[src/rtl/qpsk_corr_demod.sv]
// qpsk_corr_demod: coherent QPSK correlation demodulator with burst detection.
// Waits in IDLE for a sample whose magnitude exceeds the threshold, then
// correlates one sample every DECIM clocks against an external sin/cos LO
// table addressed by lo_phase. It emits one hard decision per SPS samples
// and re-arms after SYMS_PER_FRAME symbols.
// Optional feature macro: SOFT_OUT_EN adds soft_i/soft_q, the raw correlator
// sums registered with each hard decision.
module qpsk_corr_demod #(
  parameter int DATA_W         = 9,
  parameter int SPS            = 32,
  parameter int SYMS_PER_FRAME = 32,
  parameter int DECIM          = 4,
  parameter int ACC_W          = 2 * DATA_W + $clog2(SPS)
) (
  input  logic                              clk,
  input  logic                              reset,
  input  logic signed [DATA_W-1:0]          channel_in,
  input  logic signed [DATA_W-1:0]          lo_sin,
  input  logic signed [DATA_W-1:0]          lo_cos,
  input  logic [DATA_W-2:0]                 threshold,
  input  logic                              flush,
  output logic [$clog2(SPS)-1:0]            lo_phase,
  output logic [1:0]                        sym_out,
  output logic                              sym_valid,
  output logic [$clog2(SYMS_PER_FRAME)-1:0] sym_idx,
  output logic                              frame_start,
  output logic                              frame_done,
`ifdef SOFT_OUT_EN
  output logic signed [ACC_W-1:0]           soft_i,
  output logic signed [ACC_W-1:0]           soft_q,
`endif
  output logic                              busy
);

  localparam int PH_W  = $clog2(SPS);
  localparam int IX_W  = $clog2(SYMS_PER_FRAME);
  localparam int DEC_W = (DECIM > 1) ? $clog2(DECIM) : 1;
  localparam int EXT_W = ACC_W - 2 * DATA_W;

  localparam logic [PH_W-1:0]  LAST_PH  = PH_W'(SPS - 1);
  localparam logic [IX_W-1:0]  LAST_SYM = IX_W'(SYMS_PER_FRAME - 1);
  localparam logic [DEC_W-1:0] LAST_DEC = DEC_W'(DECIM - 1);

  typedef enum logic {
    IDLE = 1'b0,
    ACQ  = 1'b1
  } state_t;

  state_t            state_q;
  logic [PH_W-1:0]   lo_phase_q;
  logic [DEC_W-1:0]  dec_cnt_q;
  logic [IX_W-1:0]   sym_cnt_q;
  logic [1:0]        sym_out_q;
  logic              sym_valid_q;
  logic [IX_W-1:0]   sym_idx_q;
  logic              frame_start_q;
  logic              frame_done_q;
  logic              busy_q;

  // Index 0 is the in-phase arm (lo_sin), index 1 the quadrature arm (lo_cos).
  logic signed [ACC_W-1:0]    acc_q      [2];
  logic signed [DATA_W-1:0]   lo_vec     [2];
  logic signed [2*DATA_W-1:0] prod_d     [2];
  logic signed [ACC_W-1:0]    prod_ext_d [2];
  logic signed [ACC_W-1:0]    sum_d      [2];

`ifdef SOFT_OUT_EN
  logic signed [ACC_W-1:0] soft_i_q;
  logic signed [ACC_W-1:0] soft_q_q;
`endif

  logic [DATA_W-1:0] mag_d;
  logic              detect_d;
  logic              tick_d;
  logic [1:0]        hard_d;

  assign lo_vec[0] = lo_sin;
  assign lo_vec[1] = lo_cos;

  // Per-arm product, sign extension to the accumulator width and running sum.
  generate
    for (genvar gi = 0; gi < 2; gi++) begin : g_arm
      assign prod_d[gi]     = channel_in * lo_vec[gi];
      assign prod_ext_d[gi] = {{EXT_W{prod_d[gi][2*DATA_W-1]}}, prod_d[gi]};
      assign sum_d[gi]      = acc_q[gi] + prod_ext_d[gi];
    end
  endgenerate

  // Magnitude in DATA_W bits so the most negative input maps to the largest value.
  assign mag_d    = channel_in[DATA_W-1] ? $unsigned(-channel_in) : $unsigned(channel_in);
  assign detect_d = ~flush & (mag_d > {1'b0, threshold});
  assign tick_d   = (dec_cnt_q == LAST_DEC);

  // Hard decision: bit1 follows the Q sign, bit0 is the inverted I sign.
  assign hard_d = {sum_d[1][ACC_W-1], ~sum_d[0][ACC_W-1]};

  // Main control: detection, sample-tick integration, symbol decisions, framing.
  always_ff @(posedge clk or negedge reset) begin
    if (!reset) begin
      state_q       <= IDLE;
      lo_phase_q    <= '0;
      dec_cnt_q     <= '0;
      sym_cnt_q     <= '0;
      sym_out_q     <= '0;
      sym_valid_q   <= 1'b0;
      sym_idx_q     <= '0;
      frame_start_q <= 1'b0;
      frame_done_q  <= 1'b0;
      busy_q        <= 1'b0;
      acc_q[0]      <= '0;
      acc_q[1]      <= '0;
`ifdef SOFT_OUT_EN
      soft_i_q      <= '0;
      soft_q_q      <= '0;
`endif
    end else begin
      sym_valid_q   <= 1'b0;
      frame_start_q <= 1'b0;
      frame_done_q  <= 1'b0;
      case (state_q)
        IDLE: begin
          busy_q     <= 1'b0;
          lo_phase_q <= '0;
          // A registered frame_done means the previous frame closed on the
          // last edge; skip detection for this one clock.
          if (detect_d && !frame_done_q) begin
            state_q       <= ACQ;
            busy_q        <= 1'b1;
            acc_q[0]      <= prod_ext_d[0];
            acc_q[1]      <= prod_ext_d[1];
            lo_phase_q    <= PH_W'(1);
            dec_cnt_q     <= '0;
            sym_cnt_q     <= '0;
            frame_start_q <= 1'b1;
          end
        end
        ACQ: begin
          if (flush) begin
            state_q    <= IDLE;
            busy_q     <= 1'b0;
            acc_q[0]   <= '0;
            acc_q[1]   <= '0;
            lo_phase_q <= '0;
            dec_cnt_q  <= '0;
            sym_cnt_q  <= '0;
          end else begin
            dec_cnt_q <= tick_d ? '0 : dec_cnt_q + 1'b1;
            if (tick_d) begin
              if (lo_phase_q == LAST_PH) begin
                sym_out_q   <= hard_d;
                sym_valid_q <= 1'b1;
                sym_idx_q   <= sym_cnt_q;
                acc_q[0]    <= '0;
                acc_q[1]    <= '0;
                lo_phase_q  <= '0;
`ifdef SOFT_OUT_EN
                soft_i_q    <= sum_d[0];
                soft_q_q    <= sum_d[1];
`endif
                if (sym_cnt_q == LAST_SYM) begin
                  // busy stays high one more cycle; IDLE clears it.
                  frame_done_q <= 1'b1;
                  state_q      <= IDLE;
                  sym_cnt_q    <= '0;
                end else begin
                  sym_cnt_q <= sym_cnt_q + 1'b1;
                end
              end else begin
                acc_q[0]   <= sum_d[0];
                acc_q[1]   <= sum_d[1];
                lo_phase_q <= lo_phase_q + 1'b1;
              end
            end
          end
        end
        default: state_q <= IDLE;
      endcase
    end
  end

  assign lo_phase    = lo_phase_q;
  assign sym_out     = sym_out_q;
  assign sym_valid   = sym_valid_q;
  assign sym_idx     = sym_idx_q;
  assign frame_start = frame_start_q;
  assign frame_done  = frame_done_q;
  assign busy        = busy_q;
`ifdef SOFT_OUT_EN
  assign soft_i      = soft_i_q;
  assign soft_q      = soft_q_q;
`endif

endmodule
[config.mk]
export PLATFORM = sky130hd
export DESIGN_NAME = qpsk_corr_demod
export DESIGN_NICKNAME = d
export VERILOG_FILES = /design/src/rtl/qpsk_corr_demod.sv
export SDC_FILE = /design/constraint.sdc
export NUM_CORES = 1
export LEC_CHECK = 0
export CAP_MARGIN = 20
export CORE_UTILIZATION = 63
export CTS_CLUSTER_DIAMETER = 50
export DETAILED_ROUTE_END_ITERATION = 10
export HOLD_SLACK_MARGIN = 0.02
export PLACE_DENSITY = 0.83
export REMOVE_ABC_BUFFERS = 1
export SYNTH_ARGS = -nofsm -noshare
export SYNTH_HDL_FRONTEND = slang
export SYNTH_SLANG_ARGS = --single-unit
[constraint.sdc]
create_clock -name clk -period 5.13 [get_ports clk]
set_clock_uncertainty 0.15 [all_clocks]
set_input_delay 0.7695 -clock clk [delete_from_list [all_inputs] [get_ports clk]]
set_output_delay 0.7695 -clock clk [all_outputs]
set_load 0.01 [all_outputs]
==> results.cfg, run 1 <==
[synthesis]
yosysSeqAreaShare_pct = 15.0
synth_top_area_share_pct = 24.3
ys_seq_elements = 70
synthArstFlopShare_pct = 100
postSynthCellCount = 1354
ys.warnings.count = 0
netlist_area_um2 = 11700
synth_edf_count = 0
syn_avg_cell_area_um2 = 8.64
ys.flop_type = dfrtp_1
synth_area_leaders = fa_1, dfrtp_1, ha_1
yosys.area.top_type = fa_1
synthDistinctLibCells = 76

[clock_network]
cts-buffers-inserted = 9
cts_sinks = 70
postCtsHoldBufs = 0
htree_levels = 3
cts_buffer_depth = 2
clockRootBuffer = clkbuf_16

[die]
fp.dieH_um = 138
die_width_um = 138
num_rows = 49
ios = 54
start_util_pct = 64.7

[place]
gp_congestion = 0.937
dp.cells = 1817
dp_hpwl_mm = 24.4
port_buffers = 53

[run_status]
tool.error = [ERROR GRT-0232] Routing congestion too high. Check the congestion heatmap in the GUI.
lastStage = global routing
status = stopped before the end

[timing]
grt_repair_worst_endpoint = acc_q[44]$_DFFE_PN0P_/D
worstEndpointType = register data pin

[global_route]
grt_max_degree = 71
grt_usage_pct = 83.2
grt_remaining_overflow = 155
[stage by stage]
| step | setup slack (ns) | cell area (µm²) |
|---|---|---|
| CTS | -1.60 | 16300 |
| detailed placement | -2.73 | 14100 |
| floorplan | -1.97 | 11500 |
| global placement | -2.55 | 14100 |
[logic make-up after synthesis]
family          share of synthesized area (%)
buf+inv                                  8.02
xor+xnor                                 5.28
flops                                    15.0
fa+ha+maj                                38.7
simple gates                             17.7
mux                                     0.620
compound gates                           14.6
[routing by layer]
metal,track usage [%],GRT overflow
met1,82.3,0
met5,22.1,0
met3,68.5,1
met4,91.7,73
met2,98.3,81
[Yosys cell counts, drive strengths merged (12+ instances only)]
cell type and number:
a21o 17, a21oi 54, a221oi 15, a31oi 15, and2 65, clkbuf 41
dfrtp 70, fa 142, ha 135, inv 197, nand2 151, nand3 17
nor2 114, nor3 26, o21a 16, o21ai 43, o31ai 12, or3 12
xnor2 55, xor2 13
[what timing repair did]
action                                  4_1_cts
gates cloned                                  1
pin swaps                                   222
resized for setup                           403
setup buffers                                84
endpoints found under the setup margin       36
==> run 2, diff against run 1 <==
--- a/config.mk
+++ b/config.mk
@@ -6,11 +6,9 @@
 export NUM_CORES = 1
 export LEC_CHECK = 0
 export CAP_MARGIN = 20
-export CORE_UTILIZATION = 63
-export CTS_CLUSTER_DIAMETER = 50
+export CORE_UTILIZATION = 40
 export DETAILED_ROUTE_END_ITERATION = 10
-export HOLD_SLACK_MARGIN = 0.02
-export PLACE_DENSITY = 0.83
+export PLACE_DENSITY_LB_ADDON = 0.15
 export REMOVE_ABC_BUFFERS = 1
 export SYNTH_ARGS = -nofsm -noshare
 export SYNTH_HDL_FRONTEND = slang
==> run 2 against run 1 <==
  * The flow now finishes, with violations (setup timing)
  * Synthesized cell count is the same
  * Area after synthesis is the same
==> results.cfg, run 2 <==
[finish]
final_cell_mix = buf_4, inv_1, nand2_1, fa_1, nor2_1
finish.net_count = 2016
largest_register_ffs = 46
final_util_pct = 59.8
area_growth_pct = 46.8
fillers = 2530
antenna_cells = 0
final_common_cell = buf_4
drive_gt1_share_pct = 38.1
largest_register = acc_q

[worst_setup_path]
cp_max_fo = 5
criticalPathCategory = in2reg
worst_path_most_repeated_cell = inv_2
cpPeakStageDelay_ns = 0.62
critPathBufInv = 6
crit_slowest_cell = fa_2
worst_setup_path_end_kind = flop
arrival_ns = 6.82
setup.worst_path.start_class = input port
crit_required_ns = 5.24
crit_family = adder cells

[global_route]
antenna_found_initial = 1
grt_pass1_wl_mm = 56.6
grt_max_degree = 71
grt_remaining_overflow = 0
grt_usage_pct = 22.9
grt_pass1_vias = 11467

[die]
core-area_um2 = 28700
die_area_um2 = 29900
die_width_um = 173
fp.dieH_um = 173
num_rows = 62
ios = 54
start_util_pct = 40.7

[synthesis]
synthArstFlopShare_pct = 100
synth_common_cells = inv_1, nand2_1, fa_1, ha_1, nor2_1
syn_avg_cell_area_um2 = 8.64
yosys.area.top_type = fa_1
synth_top_area_share_pct = 24.3
yosysSeqAreaShare_pct = 15.0
netlist_area_um2 = 11700
synth_area_leaders = fa_1, dfrtp_1, ha_1
synthDistinctLibCells = 76
ys_seq_elements = 70
ys.warnings.count = 0
postSynthCellCount = 1354
ys.flop_type = dfrtp_1
synth_edf_count = 0
synth_most_common_cell = inv_1

[place]
gp_congestion = 0.890
place_ws_ns = -2.70
dp_hpwl_mm = 24.1
port_buffers = 53

[detailed_routing]
wl_met2_mm = 16.0
highest_layer = met4
wl_mm = 33.1
drtPass1Iterations = 5
viasPerCell = 5.08
wl_per_cell_um = 15.9
route.met3.wl_mm = 1.03
met1_length_mm = 15.7
drc = 0
via_count = 10617
ant_nets = 0
initialDrtViolationCount = 470

[timing]
setup_viol = 33
slew_headroom_pct = 33.7
whs_ns = 0.328
min_period_ns = 6.71
setup_ws_ns = -1.58
tns_ns = -33.29
tightest_slew_ns = 0.995
slew_viol_final = 0
finalCritPeriodShare_pct = 131
hold_viol = 0
fmax_ghz = 0.149
grt_setup_unrepaired = yes

[worst_hold_path]
hold_class = reg2reg

[clock_network]
cts_sinks = 70
clockRootBuffer = clkbuf_16
cts.clk_slew.worst_paths_ns = 0.06
cts-buffers-inserted = 9
tritoncts = done
clock_latency_ns = 0.34
htree_levels = 3
cts_buffer_depth = 2

[run_status]
violations = setup timing
status = complete, but fails checks

[run]
cap_violations = 0
## run 2: cell counts after synthesis
Identical to the previous run, type by type.
## run 2: path summary, 6_finish.rpt
path / cells after the start / to / start / slack [ns]
max: 25 / acc_q[45] / channel_in[8] / -1.58
min: 2 / sym_idx[1] / sym_idx[1] / 0.33
max reg2reg: 11 / acc_q[45] / acc_q[23] / 2.13
min reg2reg: 2 / sym_idx[1] / sym_idx[1] / 0.33
max in group asynchronous: 1 / acc_q[33] / reset / 3.74
min in group asynchronous: 1 / acc_q[14] / reset / 0.41
## run 2: area by class of cell
type | count | area, µm² | share of cell area, %
Clock buffer | 11 | 233 | 1.36
Clock inverter | 4 | 25.0 | 0.146
Inverter | 198 | 746 | 4.34
Multi-Input combinational cell | 1036 | 10600 | 61.8
Sequential cell | 70 | 1750 | 10.2
Tap cell | 384 | 480 | 2.80
Timing Repair Buffer | 386 | 3320 | 19.4
## run 2: layer usage
metal | up-vias | GRT usage, %
met1 | 5249 | 32.0
met5 | - | 0
li1 | 5173 | -
met3 | 31 | 2.37
met2 | 164 | 38.6
met4 | 0 | 4.68
## run 2: stage by stage
step / instance area (µm²) / cells
after detailed placement: 14400 / 1986
after floorplan: 11500 / 1304
final: 17200 / 2089
after global routing: 17200 / 2089
after CTS: 16400 / 2067
after global placement: 14400 / 1986
## run 2: cells by family (layout without fill, tap and decap cells)
family	Yosys count	count (layout)	synth area share, %
AOI/OAI and AO/OA	245	245	14.6
muxes	7	7	0.620
and+or+nand+nor	438	438	17.7
adders and majority gates	277	277	38.7
buffers and inverters	248	599	8.02
DFF	70	70	15.0
xor gates and xnor gates	69	69	5.28
## run 2: timing repair
item	in CTS	in global routing
hold buffers	0	0
setup endpoints to repair	37	35
resized for setup	402	127
pin swaps	209	124
setup buffers	71	25
## run 2: worst min-delay path, delay by kind of cell, from the launching register on
family,cells,cell delay (ns)
DFF,1,0.34
and+or+nand+nor,2,0.10
Power of run 2 is not shown: default switching activity piles up to over one toggle a cycle in this logic, so the estimate is an artifact.
